==> src/rtl/bcp_dispatch_pkg.sv <==
// Shared types for the BCP clause dispatcher: FSM state encoding and core-count defaults.
`ifndef MAX_CLAUSES_BITS
`define MAX_CLAUSES_BITS 8
`endif

package bcp_dispatch_pkg;

  localparam int BCP_NUM_CORES_DEF = 2;

  typedef enum logic [1:0] {
    ST_IDLE  = 2'd0,
    ST_ISSUE = 2'd1,
    ST_DRAIN = 2'd2,
    ST_DONE  = 2'd3
  } bcp_disp_state_t;

  // Index width for a core number; a single core still needs a 1-bit pointer.
  function automatic int idx_w(input int n);
    return (n > 1) ? $clog2(n) : 1;
  endfunction

endpackage

==> src/rtl/bcp_dispatch_rr_arbiter.sv <==
// Round-robin arbiter: grants the first requester at or after ptr_i, wrapping.
module bcp_dispatch_rr_arbiter #(
  parameter int N  = 2,
  parameter int IW = 1
) (
  input  logic [N-1:0]  req_i,
  input  logic [IW-1:0] ptr_i,
  output logic [N-1:0]  gnt_o,
  output logic [IW-1:0] gnt_idx_o,
  output logic          gnt_vld_o
);

  logic found;

  // First pass covers [ptr, N-1], second pass the wrapped part [0, ptr-1].
  always_comb begin
    gnt_o     = '0;
    gnt_idx_o = '0;
    found     = 1'b0;
    for (int j = 0; j < N; j++) begin
      if (!found && req_i[j] && (IW'(j) >= ptr_i)) begin
        found     = 1'b1;
        gnt_o[j]  = 1'b1;
        gnt_idx_o = IW'(j);
      end
    end
    for (int j = 0; j < N; j++) begin
      if (!found && req_i[j] && (IW'(j) < ptr_i)) begin
        found     = 1'b1;
        gnt_o[j]  = 1'b1;
        gnt_idx_o = IW'(j);
      end
    end
  end

  assign gnt_vld_o = found;

endmodule

==> src/rtl/bcp_dispatch.sv <==
// Spreads a variable's clause range over NUM_CORES BCP cores, one clause per cycle,
// and reports a combined busy/done/conflict result.
`ifndef MAX_CLAUSES_BITS
`define MAX_CLAUSES_BITS 8
`endif

module bcp_dispatch
  import bcp_dispatch_pkg::*;
#(
  parameter int NUM_CORES = BCP_NUM_CORES_DEF,
  parameter int CLAUSE_W  = `MAX_CLAUSES_BITS
) (
  input  logic                 clock,
  input  logic                 reset,
  input  logic                 start,
  input  logic [CLAUSE_W-1:0]  start_clause,
  input  logic [CLAUSE_W-1:0]  end_clause,
  input  logic                 abort,
  input  logic [NUM_CORES-1:0] core_ready,
  output logic [NUM_CORES-1:0] core_issue,
  output logic [CLAUSE_W-1:0]  core_clause_idx,
  input  logic [NUM_CORES-1:0] core_done,
  input  logic [NUM_CORES-1:0] core_conflict,
  output logic                 busy,
  output logic                 done,
  output logic                 conflict,
  output logic [CLAUSE_W-1:0]  conflict_clause_idx
);

  localparam int IW = idx_w(NUM_CORES);

  bcp_disp_state_t       state_q, state_d;
  logic [NUM_CORES-1:0]  inflight_q, inflight_d;
  logic [IW-1:0]         rr_q, rr_d;
  logic [CLAUSE_W:0]     next_idx_q, next_idx_d;
  logic [CLAUSE_W-1:0]   last_q, last_d;
  logic                  aborted_q, aborted_d;
  logic                  conflict_q, conflict_d;
  logic [CLAUSE_W-1:0]   cidx_q, cidx_d;
  logic [CLAUSE_W-1:0]   clause_q [NUM_CORES];

  logic [NUM_CORES-1:0]  done_vld, conf_vld, live, req, grant;
  logic [IW-1:0]         gnt_idx;
  logic                  gnt_vld;
  logic                  new_conf;
  logic [CLAUSE_W-1:0]   conf_clause;

  // Completions only count for cores we actually issued to; a finishing core may be re-issued at once.
  assign done_vld = core_done & inflight_q;
  assign conf_vld = done_vld & core_conflict;
  assign live     = inflight_q & ~done_vld;
  assign req      = core_ready & ~live;
  assign new_conf = ~conflict_q & (|conf_vld);

  always_comb begin
    conf_clause = '0;
    for (int i = NUM_CORES - 1; i >= 0; i--) begin
      if (conf_vld[i]) conf_clause = clause_q[i];
    end
  end

  bcp_dispatch_rr_arbiter #(
    .N  (NUM_CORES),
    .IW (IW)
  ) u_arb (
    .req_i     (req),
    .ptr_i     (rr_q),
    .gnt_o     (grant),
    .gnt_idx_o (gnt_idx),
    .gnt_vld_o (gnt_vld)
  );

  always_comb begin
    state_d    = state_q;
    inflight_d = live;
    rr_d       = rr_q;
    next_idx_d = next_idx_q;
    last_d     = last_q;
    aborted_d  = aborted_q;
    conflict_d = conflict_q;
    cidx_d     = cidx_q;
    core_issue = '0;

    if (new_conf) begin
      conflict_d = 1'b1;
      cidx_d     = conf_clause;
    end

    unique case (state_q)
      ST_IDLE: begin
        if (start) begin
          next_idx_d = {1'b0, start_clause};
          last_d     = end_clause;
          aborted_d  = 1'b0;
          conflict_d = 1'b0;
          cidx_d     = '0;
          state_d    = (start_clause > end_clause) ? ST_DONE : ST_ISSUE;
        end
      end
      ST_ISSUE: begin
        if (abort) begin
          aborted_d = 1'b1;
          state_d   = ST_DRAIN;
        end else if (new_conf) begin
          state_d = ST_DRAIN;
        end else if (gnt_vld) begin
          core_issue = grant;
          inflight_d = live | grant;
          next_idx_d = next_idx_q + {{CLAUSE_W{1'b0}}, 1'b1};
          rr_d       = (gnt_idx == IW'(NUM_CORES - 1)) ? '0 : gnt_idx + IW'(1);
          if (next_idx_q[CLAUSE_W-1:0] == last_q) state_d = ST_DRAIN;
        end
      end
      ST_DRAIN: begin
        if (abort) aborted_d = 1'b1;
        if (live == '0) state_d = (aborted_q || abort) ? ST_IDLE : ST_DONE;
      end
      ST_DONE: state_d = ST_IDLE;
      default: state_d = ST_IDLE;
    endcase
  end

  always_ff @(posedge clock) begin
    if (reset) begin
      state_q    <= ST_IDLE;
      inflight_q <= '0;
      rr_q       <= '0;
      aborted_q  <= 1'b0;
      conflict_q <= 1'b0;
      cidx_q     <= '0;
    end else begin
      state_q    <= state_d;
      inflight_q <= inflight_d;
      rr_q       <= rr_d;
      aborted_q  <= aborted_d;
      conflict_q <= conflict_d;
      cidx_q     <= cidx_d;
    end
  end

  always_ff @(posedge clock) begin
    next_idx_q <= next_idx_d;
    last_q     <= last_d;
    for (int i = 0; i < NUM_CORES; i++) begin
      if (core_issue[i]) clause_q[i] <= next_idx_q[CLAUSE_W-1:0];
    end
  end

  assign busy                = (state_q == ST_ISSUE) || (state_q == ST_DRAIN);
  assign done                = (state_q == ST_DONE);
  assign conflict            = conflict_q;
  assign conflict_clause_idx = cidx_q;
  assign core_clause_idx     = (|core_issue) ? next_idx_q[CLAUSE_W-1:0] : '0;

endmodule

==> config.mk <==
export PLATFORM = sky130hd
export DESIGN_NAME = bcp_dispatch
export DESIGN_NICKNAME = d
export VERILOG_FILES = /design/src/rtl/bcp_dispatch_pkg.sv /design/src/rtl/bcp_dispatch_rr_arbiter.sv /design/src/rtl/bcp_dispatch.sv
export SDC_FILE = /design/constraint.sdc
export NUM_CORES = 1
export LEC_CHECK = 0
export ABC_AREA = 1
export CAP_MARGIN = 20
export CORE_AREA = 2 2 73 75
export CTS_BUF_LIST = sky130_fd_sc_hd__clkbuf_4 sky130_fd_sc_hd__clkbuf_8
export DETAILED_ROUTE_END_ITERATION = 10
export DIE_AREA = 0 0 75 77
export HOLD_SLACK_MARGIN = 0.08
export PLACE_DENSITY = 0.76
export REMOVE_ABC_BUFFERS = 1
export SYNTH_ARGS = -nofsm -noshare
export SYNTH_HDL_FRONTEND = slang
export SYNTH_SLANG_ARGS = --single-unit
export TNS_END_PERCENT = 100
==> constraint.sdc <==
create_clock -name clock -period 2.45 [get_ports clock]
set_input_delay 0.6125 -clock clock [delete_from_list [all_inputs] [get_ports clock]]
set_output_delay 0.6125 -clock clock [all_outputs]
set_load 0.01 [all_outputs]
==> flow_summary.toml <==
[power]
p_total_uw = 2617
vdd_drop_max_mv = 0.4207
power.density_nw_per_um2 = 814.6
p_leak_uw = 0.001457

[detailed_routing]
finalWirelength_microns = 5019
drt_iter0_drc = 55
dr_wl_met2_microns = 2644
drtAntennaViolNets = 0
drt_pass1_iterations = 4
num_vias = 2000
drt-wirelength-per-cell_microns = 11.89
via_per_inst = 4.739
wl_met3_microns = 203
routedLengthMet1_microns = 2142
drc = 0
top_layer_used = "met4"

[outcome]
status = "finished, final reports clean"

[synthesis]
ys_warn_count = 0
syn_area_per_cell_sq_um = 8.535
ys_seq_area_share_pct = 51.67
synth-seq-cells = 47
synth_cell_types = 28
synthCells = 286
syn_area_sq_um = 2441

[timing]
fin_crit_sh_pct = 95.72
rsz0062_at_grt = "false"
period_minus_slack_ns = 2.345
fmax_mhz = 426.4
slew_headroom_pct = 74.47
hold_violations = 0
clock-skew-final_ns = 0.004184
worst_pin_slew_ns = 0.3825
setup_viol = 0
setup_ws_ns = 0.1047
timing.final.max_slew_violations = 0

[clock_network]
insertion_delay_ns = 0.30
cts_hold_buf = 0
htree_levels = 2
numCtsBuffers = 5
cts_root_buf = "clkbuf_8"
clk_pin_slew_ns = 0.09
cts_buffer_depth = 2
cts_sinks = 47
cts_tree = "built"

[floorplanning]
core_sq_um = 4977
rows = 26
pin_count = 47
dieArea_sq_um = 5775
floorplan.initialDensity_pct = 49.04
die-width_microns = 75
die_h_microns = 77

[layout]
multi_input_area_sq_um = 1085
final_area_sq_um = 3213
nets = 391
fillerInstances = 451
finalNonFillerCells = 422
seqCellArea_sq_um = 1261
drive_above_1_share_pct = 16.48
areaGrowthSynthToFinish_pct = 31.62
n_antenna_cell = 0

[placement]
io_buffers = 46
dp.cells = 411
placed_area_sq_um = 3063
dp_slack_ns = -0.5558
gp_congestion = 0.8359
hpwl_microns = 3846

[worst_setup_path]
cp.required_ns = 1.84
path_class = "in2out"
crit_fanout = 3
worst_ep_arrival_time_ns = 1.73
start_kind = "input pin"
cp-end-kind = "primary output"

[grt]
grtUsageTotal_pct = 19.03
antenna_found_initial = 0
grt-ovfl-total = 0
grt_pass1_wl_microns = 8466
grt_max_degree = 17
grt_pass1_vias = 1942

[job]
cap_violations = 0

[min_path]
hp-class = "reg2reg"
## cell families (layout without fill, tap and decap cells)
kind of cell    after synthesis  in the layout  synth area share, %
compound gates               39             39                8.868
flops                        47             47                51.67
xor+xnor                      4              4                1.435
simple gates                135            136                23.58
buf+inv                      47            112                7.277
fa+ha+maj                    14             14                7.176
## cells in the mapped netlist, drive strengths merged
cell,count,area share [%]
nor4,1,0.51
a211oi,1,0.51
dfxtp,15,12
o21ai,9,1.8
edfxtp,32,39
ha,14,7.2
o21bai,1,0.46
nand2,72,12
nand3,8,2.4
o22ai,1,0.26
nor2,45,6.9
o31ai,1,0.31
clkinv,1,0.15
buf,1,0.20
inv,44,6.8
nor3,8,1.6
a31oi,1,0.26
nand4,1,0.26
o21a,1,0.31
clkbuf,1,0.15
a21oi,24,4.9
xor2,4,1.4
## cell type report
cell class | instances | share of cell area [%]
flip-flops and latches | 47 | 39.25
multi-input cells | 193 | 33.76
repair buffers | 59 | 16.08
inverters | 45 | 5.413
well taps | 70 | 2.726
clock buffers | 5 | 2.142
clock inverters | 3 | 0.6231
## state kept, by name (all words and copies together), names as in the netlist
signal               cells
inflight_q               2
last_q                   8
conflict_clause_idx      8
next_idx_q               8
state_q                  2
rr_q                     1
aborted_q                1
conflict                 1
clause_q                16
## metal layers
metal	GRT usage [%]	vias up
met4	5.000	0
met1	22.26	893
met5	0	-
li1	-	1051
met2	34.04	52
met3	4.336	4
## critical path, cell delays in order
cell	delay (ns)
clkdlybuf4s50_1	0.42
inv_1	0.13
nand3_4	0.12
inv_6	0.10
nand2_4	0.06
inv_2	0.07
clkdlybuf4s15_2	0.22
## placed cells by master (no fill, tap or decap), types with 2 or more instances in the layout
cell | synthesis | final
dfxtp_1 | 15 | 15
edfxtp_1 | 32 | 32
inv_2 | 1 | 2
buf_4 | 0 | 13
xor2_1 | 4 | 4
nor2_4 | 0 | 3
clkinvlp_4 | 0 | 2
nand2_1 | 68 | 64
nand2_2 | 2 | 4
dlymetal6s2s_1 | 0 | 2
nand3_4 | 1 | 2
inv_1 | 43 | 41
dlygate4sd2_1 | 0 | 2
clkdlybuf4s50_1 | 0 | 32
nor2_1 | 45 | 37
ha_1 | 14 | 14
o21ai_0 | 8 | 8
nor3_1 | 8 | 8
buf_2 | 1 | 9
a21oi_1 | 24 | 23
nor2_2 | 0 | 5
nand3_1 | 6 | 5
nand2_4 | 2 | 5
clkbuf_8 | 0 | 5
## timing repair
item | in CTS | in global routing
buffers inserted | 2 | 0
pin swaps | 4 | 3
endpoints found under the hold margin | 0 | 0
endpoints found under the setup margin | 10 | 10
gates resized for setup | 62 | 6
cloned | 1 | 0
## stage by stage
stage | hold WS (ns) | utilization (%) | TNS (ns)
3_3_place_gp | 0.4872 | 61.54 | -4.581
6_report | 0.5132 | 64.56 | 0
4_1_cts | 0.5137 | 64.15 | 0
2_1_floorplan | 0.4647 | - | 0
3_5_place_dp | 0.4876 | 61.54 | -4.910
5_1_grt | 0.5311 | 64.56 | 0
## worst paths after layout
path              cells after the start  slack, ns                              start                                 to
hold reg to reg                       2       0.51  conflict_clause_idx[3]$_SDFF_PP0_  conflict_clause_idx[3]$_SDFF_PP0_
setup / recovery                      7       0.10                              abort                      core_issue[0]
setup reg to reg                      9       0.58            state_q[1]$_SDFFE_PP0P_            next_idx_q[4]$_DFFE_PP_
hold / removal                        2       0.51  conflict_clause_idx[3]$_SDFF_PP0_  conflict_clause_idx[3]$_SDFF_PP0_
## power breakdown
| group | total, uW | switching, uW | leakage [uW] | internal, uW |
|---|---|---|---|---|
| logic | 929 | 559 | 0.000999 | 370 |
| clock network | 467 | 268 | 0.0000402 | 199 |
| registers | 1220 | 141 | 0.000418 | 1080 |
| total | 2620 | 968 | 0.00146 | 1650 |
No activity file was read; power rests on OpenSTA's default activity.
